**src/rtl/if_fetch_queue_if.sv**
```systemverilog
// Fetch-queue port bundle: decode handshake, branch redirect, instruction
// SRAM request/response and debug taps. The fetch stage uses the master
// view; the surrounding pipeline/SRAM uses the slave view.
interface if_fetch_queue_if #(
    parameter int XLEN  = 64,
    parameter int CNT_W = 3
);
    logic                ds_allowin;
    logic [XLEN:0]       br_bus;
    logic                inst_sram_ready;
    logic [31:0]         inst_sram_rdata;
    logic                inst_sram_en;
    logic [XLEN-1:0]     inst_sram_addr;
    logic                fs_to_ds_valid;
    logic [XLEN+31:0]    fs_to_ds_bus;
    logic [CNT_W-1:0]    fq_count;
    logic [XLEN-1:0]     debug_nextpc;
    logic [31:0]         debug_if_inst;

    modport master (
        input  ds_allowin,
        input  br_bus,
        input  inst_sram_ready,
        input  inst_sram_rdata,
        output inst_sram_en,
        output inst_sram_addr,
        output fs_to_ds_valid,
        output fs_to_ds_bus,
        output fq_count,
        output debug_nextpc,
        output debug_if_inst
    );

    modport slave (
        output ds_allowin,
        output br_bus,
        output inst_sram_ready,
        output inst_sram_rdata,
        input  inst_sram_en,
        input  inst_sram_addr,
        input  fs_to_ds_valid,
        input  fs_to_ds_bus,
        input  fq_count,
        input  debug_nextpc,
        input  debug_if_inst
    );
endinterface

```
**src/rtl/if_fetch_queue.sv**
```systemverilog
// Queued instruction-fetch stage. Issues PC-stream requests to a 1-cycle
// latency instruction SRAM, buffers returned instructions in a DEPTH-entry
// FIFO so fetch runs ahead of a stalled decode, and redirects on a taken
// branch with zero bubble by flushing the queue and the in-flight response.
module if_fetch_queue #(
    parameter int              XLEN     = 64,
    parameter int              DEPTH    = 4,
    parameter logic [XLEN-1:0] PC_RESET = XLEN'(64'h0000_0000_8000_0000),
    parameter int              CNT_W    = $clog2(DEPTH + 1)
) (
    input  logic            clk,
    input  logic            resetn,
    if_fetch_queue_if.master bus
);

    localparam int              PTR_W   = $clog2(DEPTH);
    localparam logic [CNT_W:0]  DEPTH_W = (CNT_W + 1)'(DEPTH);

    logic                  br_taken;
    logic [XLEN-1:0]       br_target;

    logic [XLEN-1:0]       fetch_pc;
    logic [XLEN-1:0]       req_pc;
    logic                  inflight;
    logic [CNT_W-1:0]      count;
    logic [PTR_W-1:0]      wr_ptr;
    logic [PTR_W-1:0]      rd_ptr;

    logic [XLEN-1:0]       pc_q   [DEPTH];
    logic [31:0]           inst_q [DEPTH];

    logic [CNT_W:0]        occupancy;
    logic                  issue;
    logic [XLEN-1:0]       fetch_addr;
    logic                  head_valid;
    logic                  accept;
    logic                  pop;
    logic                  write_en;

    assign br_taken  = bus.br_bus[XLEN];
    assign br_target = bus.br_bus[XLEN-1:0];

    // Issue, redirect and handshake decisions for the current cycle.
    // Capacity counts queued entries plus the response still in flight and
    // deliberately ignores a same-cycle pop; a taken branch always issues
    // because it empties the queue in the same cycle.
    always_comb begin
        occupancy  = {1'b0, count} + {{CNT_W{1'b0}}, inflight};
        issue      = resetn & (br_taken | (occupancy < DEPTH_W));
        fetch_addr = br_taken ? br_target : fetch_pc;
        head_valid = (count != '0) & ~br_taken;
        accept     = issue & bus.inst_sram_ready;
        pop        = head_valid & bus.ds_allowin;
        write_en   = inflight & ~br_taken;
    end

    // PC sequencing and in-flight tracking; a stalled SRAM keeps the address
    // stable, while a branch that is not accepted is remembered in fetch_pc.
    always_ff @(posedge clk or negedge resetn) begin
        if (!resetn) begin
            fetch_pc <= PC_RESET;
            req_pc   <= '0;
            inflight <= 1'b0;
        end else begin
            inflight <= accept;
            if (accept) begin
                req_pc   <= fetch_addr;
                fetch_pc <= fetch_addr + XLEN'(4);
            end else if (br_taken) begin
                fetch_pc <= br_target;
            end
        end
    end

    // Occupancy counter; a branch flushes, otherwise write and pop net out.
    always_ff @(posedge clk or negedge resetn) begin
        if (!resetn) begin
            count <= '0;
        end else if (br_taken) begin
            count <= '0;
        end else if (write_en && !pop) begin
            count <= count + CNT_W'(1);
        end else if (pop && !write_en) begin
            count <= count - CNT_W'(1);
        end
    end

    // Queue pointers; power-of-two depth lets them wrap naturally.
    always_ff @(posedge clk or negedge resetn) begin
        if (!resetn) begin
            wr_ptr <= '0;
            rd_ptr <= '0;
        end else if (br_taken) begin
            wr_ptr <= '0;
            rd_ptr <= '0;
        end else begin
            if (write_en) begin
                wr_ptr <= wr_ptr + PTR_W'(1);
            end
            if (pop) begin
                rd_ptr <= rd_ptr + PTR_W'(1);
            end
        end
    end

    // Queue storage, written with the response of last cycle's request.
    always_ff @(posedge clk) begin
        if (write_en) begin
            pc_q[wr_ptr]   <= req_pc;
            inst_q[wr_ptr] <= bus.inst_sram_rdata;
        end
    end

    assign bus.inst_sram_en   = issue;
    assign bus.inst_sram_addr = fetch_addr;
    assign bus.debug_nextpc   = fetch_addr;
    assign bus.fs_to_ds_valid = head_valid;
    assign bus.fs_to_ds_bus   = {pc_q[rd_ptr], inst_q[rd_ptr]};
    assign bus.debug_if_inst  = inst_q[rd_ptr];
    assign bus.fq_count       = count;

endmodule
```
**src/flat_wrapper.sv**
```systemverilog
// flat-port wrapper written by rule: the top's interface ports become plain ports
module if_fetch_queue_flat 
#(
    parameter int              XLEN     = 64,
    parameter int              DEPTH    = 4,
    parameter logic [XLEN-1:0] PC_RESET = XLEN'(64'h0000_0000_8000_0000),
    parameter int              CNT_W    = $clog2(DEPTH + 1)
)
  (clk, resetn, bus_ds_allowin, bus_br_bus, bus_inst_sram_ready, bus_inst_sram_rdata, bus_inst_sram_en, bus_inst_sram_addr, bus_fs_to_ds_valid, bus_fs_to_ds_bus, bus_fq_count, bus_debug_nextpc, bus_debug_if_inst);
  if_fetch_queue_if #(.XLEN(XLEN), .CNT_W(CNT_W)) bus_i ();
  input  logic clk;
  input  logic resetn;
  input wire logic [$bits(bus_i.ds_allowin)-1:0] bus_ds_allowin;
  input wire logic [$bits(bus_i.br_bus)-1:0] bus_br_bus;
  input wire logic [$bits(bus_i.inst_sram_ready)-1:0] bus_inst_sram_ready;
  input wire logic [$bits(bus_i.inst_sram_rdata)-1:0] bus_inst_sram_rdata;
  output wire logic [$bits(bus_i.inst_sram_en)-1:0] bus_inst_sram_en;
  output wire logic [$bits(bus_i.inst_sram_addr)-1:0] bus_inst_sram_addr;
  output wire logic [$bits(bus_i.fs_to_ds_valid)-1:0] bus_fs_to_ds_valid;
  output wire logic [$bits(bus_i.fs_to_ds_bus)-1:0] bus_fs_to_ds_bus;
  output wire logic [$bits(bus_i.fq_count)-1:0] bus_fq_count;
  output wire logic [$bits(bus_i.debug_nextpc)-1:0] bus_debug_nextpc;
  output wire logic [$bits(bus_i.debug_if_inst)-1:0] bus_debug_if_inst;
  assign bus_i.ds_allowin = bus_ds_allowin;
  assign bus_i.br_bus = bus_br_bus;
  assign bus_i.inst_sram_ready = bus_inst_sram_ready;
  assign bus_i.inst_sram_rdata = bus_inst_sram_rdata;
  assign bus_inst_sram_en = bus_i.inst_sram_en;
  assign bus_inst_sram_addr = bus_i.inst_sram_addr;
  assign bus_fs_to_ds_valid = bus_i.fs_to_ds_valid;
  assign bus_fs_to_ds_bus = bus_i.fs_to_ds_bus;
  assign bus_fq_count = bus_i.fq_count;
  assign bus_debug_nextpc = bus_i.debug_nextpc;
  assign bus_debug_if_inst = bus_i.debug_if_inst;
  if_fetch_queue #(.XLEN(XLEN), .DEPTH(DEPTH), .PC_RESET(PC_RESET), .CNT_W(CNT_W)) u_core (.clk(clk), .resetn(resetn), .bus(bus_i));
endmodule
```
**config.mk**
```make
export PLATFORM = sky130hd
export DESIGN_NAME = if_fetch_queue_flat
export DESIGN_NICKNAME = d
export VERILOG_FILES = /design/src/rtl/if_fetch_queue_if.sv /design/src/rtl/if_fetch_queue.sv /design/src/flat_wrapper.sv
export SDC_FILE = /design/constraint.sdc
export NUM_CORES = 1
export LEC_CHECK = 0
export CORE_UTILIZATION = 53
export CTS_CLUSTER_SIZE = 14
export DETAILED_ROUTE_END_ITERATION = 6
export GPL_TIMING_DRIVEN = 0
export HOLD_SLACK_MARGIN = 0.08
export PLACE_DENSITY_LB_ADDON = 0.08
export SLEW_MARGIN = 20
export SYNTH_ARGS = -nofsm -noshare
export SYNTH_HDL_FRONTEND = slang
export SYNTH_SLANG_ARGS = --single-unit
```
**constraint.sdc**
```tcl
create_clock -name clk -period 5.3 [get_ports clk]
set_clock_uncertainty 0.15 [all_clocks]
set_input_delay 0.53 -clock clk [delete_from_list [all_inputs] [get_ports clk]]
set_output_delay 0.53 -clock clk [all_outputs]
set_load 0.01 [all_outputs]
```
==> flow_summary.toml <==
[critical_path]
r2r_end = "u_core.fetch_pc[60]"
cp-start-kind = "primary input"
worst_ep_arrival_time_ns = 5.25
reg2reg_setup_slack_ns = 1.80
critical-path-top-cell-by-count = "sky130_fd_sc_hd__buf_2"
worst-endpoint-required_ns = 5.62
crit_path_max_fanout = 10
crit_path_end_kind = "register"
critical-path-max-stage-delay_ns = 0.92
critPathKind = "primary input to register"
worstRegToRegCells = 9
path_cells = "clkdlybuf4s50_1, buf_2, buf_2, buf_2, buf_2, buf_2, o21ai_0, ha_1, nand3_1, nor3_1, o21ai_0, nor4_2, nand4_1, xnor2_1"
crit_slowest_cell = "sky130_fd_sc_hd__o21ai_0"
launching_point_of_the_worst_reg2reg_path = "u_core.fetch_pc[2]"

[timing]
setup_tns_ns = 0
hold_violations = 0
worst_pin_slew_ns = 1.10
max-slew-margin-rel_pct = 25.8
final_period_minus_worst_setup_slack_ns = 4.93
grt_setup_unrepaired = "false"
finalHoldWorstSlack_ns = 0.336
setup_violations = 0
slew_violations = 0
max_clock_freq_mhz = 203
min_period_over_period_pct = 93.0

[synthesis]
synthesis.instances = 1350
synth_sequential_area_ratio_pct = 69.1
ys_seq_elements = 520
post_synthesis_instance_area_um2 = 21600
post_synth.cell_area_avg_um2 = 16.0
synth.net_count = 1457
count_of_yosys_warnings_during_synthesis = 0
post_synth_num_cell_types = 56
synth-async-reset-ratio_pct = 26.2
most_used_dff_post_synth = "sky130_fd_sc_hd__edfxtp_1"
synth_enable_flop_cells = 384

[routing]
drt-total-wl_mm = 54.5
antenna_violating_nets_post_route = 0
detail_route.wl_per_cell_um = 23.3
via_per_inst = 5.58
detailedRoute.firstIterationViolations = 959
remaining_drc_errors = 0
route.vias.total = 13100
drt_pass1_iterations = 5

[finish]
area_growth_pct = 28.7
instances_no_fill = 2343
nNetsFinal = 1880
highest_count_cells_in_the_layout_ignoring_fill_and_taps = "sky130_fd_sc_hd__edfxtp_1, sky130_fd_sc_hd__clkdlybuf4s50_1, sky130_fd_sc_hd__nand2_1"
drive_gt1_share_pct = 18.1
finish.utilization_pct = 69.5
layout.cells.most_common = "sky130_fd_sc_hd__edfxtp_1"

[die]
start_util_pct = 54.0
dieWidth_um = 204
fp.coreArea_um2 = 40000
floorplan.die_area_um2 = 41600
site_row_count = 73
boundaryPins = 362
die_height_um = 204

[clock_network]
tritoncts = "done"
clk_transition_reported_paths_ns = 0.06
clk_root_buffer_cell = "sky130_fd_sc_hd__clkbuf_16"
clkLatencyLatePin_ns = 0.59
clock_tree.buffer_depth = 3
cts_made_buffers = 51
htree_num_levels = 2
numClockSinks = 520

[grt]
antenna_violations_before_repair = 2
global_route_wire_length_before_repair_mm = 81.5
globalRoute.totalOverflow = 0
groute.usage.overall_pct = 26.8
vias_in_the_first_global_route = 13200
grt_max_degree = 74

[place]
dp.final_hpwl_mm = 38.0
finalWeightedCongestion = 0.885
port_buffers = 361
placedCellCount = 2245

[run_status]
status = "finished clean"

[power]
max-vdd-ir-drop_mv = 0.288
power.density_nw_per_um2 = 410
p_leak_nw = 10.1

[run]
drv_cap = 0

[hold_path]
hp-class = "primary input to async pin"
-- through the flow --
stage                     power [W]  setup WS (ns)  instance area, µm²
after floorplan             0.00646          0.842               21600
after global placement      0.00778          -3.67               25900
after detailed placement    0.00784         -0.734               26100
after CTS                    0.0115         0.0394               27800
after global routing         0.0118          0.150               27800
final                        0.0114          0.369               27800
-- layer usage --
layer	up-vias	wire length [µm]	track usage [%]	share of wire [%]
met2	520	26400	42.9	48
li1	5815	-	-	-
met3	96	3800	4.27	7.0
met5	-	0	0	0
met4	0	1510	9.24	2.8
met1	6634	22800	37.6	42
-- cells by family after synthesis --
family                     synth area share (%)
buffers and inverters                      5.23
xor gates and xnor gates                   2.72
AOI/OAI and AO/OA                          2.63
DFF                                        69.1
adders and majority gates                 0.382
muxes                                      12.5
and+or+nand+nor                            7.37
-- cells in the mapped netlist (2+ instances only) --
cell type                    n  area share (%)
sky130_fd_sc_hd__edfxtp_1  384              53
sky130_fd_sc_hd__nand2_1   164             2.8
sky130_fd_sc_hd__dfrtp_1   135              16
sky130_fd_sc_hd__buf_4      96             3.3
sky130_fd_sc_hd__mux4_2     96              10
sky130_fd_sc_hd__xnor2_1    61             2.5
sky130_fd_sc_hd__inv_1      48            0.83
sky130_fd_sc_hd__o21ai_0    47             1.1
sky130_fd_sc_hd__nand3_1    40            0.93
sky130_fd_sc_hd__mux2i_1    31             1.4
sky130_fd_sc_hd__clkbuf_1   28            0.49
sky130_fd_sc_hd__nor2_1     28            0.49
sky130_fd_sc_hd__mux2_2     21             1.1
sky130_fd_sc_hd__nand4_1    16            0.46
sky130_fd_sc_hd__nand3b_1   15            0.52
sky130_fd_sc_hd__nor2b_1    13            0.38
sky130_fd_sc_hd__buf_2      12            0.28
sky130_fd_sc_hd__buf_1      11            0.19
sky130_fd_sc_hd__nor3_1     10            0.23
sky130_fd_sc_hd__a21oi_1     9            0.21
sky130_fd_sc_hd__a22oi_1     7            0.24
sky130_fd_sc_hd__a32oi_1     6            0.24
sky130_fd_sc_hd__and2_1      6            0.17
sky130_fd_sc_hd__xor2_1      6            0.24
sky130_fd_sc_hd__ha_1        5            0.29
sky130_fd_sc_hd__nand4b_1    5            0.20
sky130_fd_sc_hd__a31oi_1     4            0.12
sky130_fd_sc_hd__a32o_1      4            0.19
sky130_fd_sc_hd__nand2b_1    4            0.12
sky130_fd_sc_hd__nor3b_1     3            0.10
sky130_fd_sc_hd__nor4_4      3            0.30
sky130_fd_sc_hd__o22ai_1     3           0.087
sky130_fd_sc_hd__a21o_1      2           0.069
sky130_fd_sc_hd__a222oi_1    2           0.093
sky130_fd_sc_hd__buf_6       2            0.10
sky130_fd_sc_hd__nand3_2     2           0.093
sky130_fd_sc_hd__nor4_1      2           0.058
-- critical path: cells and delay by family --
family,cells,cell delay [ns]
xor gates and xnor gates,1,0.17
adders and majority gates,1,0.40
AOI/OAI and AO/OA,2,1.16
buffers and inverters,6,1.80
and+or+nand+nor,4,1.17
-- how the worst max path moves through the flow --
stage	startpoint	endpoint	cells past startpoint
CTS	bus_br_bus[64]	bus_inst_sram_addr[40]	11
global route	bus_br_bus[64]	u_core.fetch_pc[60]	14
global placement	resetn	u_core.fetch_pc[60]	7
floorplan	bus_br_bus[64]	u_core.inst_q[0][0]	7
detailed placement	bus_br_bus[64]	u_core.fetch_pc[60]	15
finish	bus_br_bus[64]	u_core.fetch_pc[60]	14
-- where the power goes --
group          switching, W  total (W)  leakage [nW]  internal, W
logic               0.00123    0.00271          4.10      0.00148
clock network       0.00152    0.00368         0.830      0.00216
registers          0.000235    0.00502          5.14      0.00479
total               0.00299     0.0114          10.1      0.00843
-- registers in the layout (all words and copies together) (netlist names) --
name and count:
u_core.bus.fq_count 3, u_core.fetch_pc 64, u_core.inflight 1, u_core.inst_q 128, u_core.pc_q 256, u_core.rd_ptr 2
u_core.req_pc 64, u_core.wr_ptr 2
-- area by class of cell --
cell class | count | area [µm²]
Antenna cell | 4 | 10.0
Buffer | 148 | 947
Clock buffer | 62 | 1360
Clock inverter | 32 | 323
Fill cell | 2740 | 12200
Inverter | 48 | 180
Multi-Input combinational cell | 633 | 5560
Sequential cell | 520 | 14900
Tap cell | 525 | 657
Timing Repair Buffer | 371 | 3850
-- timing repair --
item                                   CTS  global route
setup endpoints to repair                3             6
pin swaps                                0             0
endpoints found under the hold margin   63             0
setup buffers                            0             0
hold buffers                             1             0
gates resized for setup                  1             2
No activity file was read; power rests on OpenSTA's default activity.
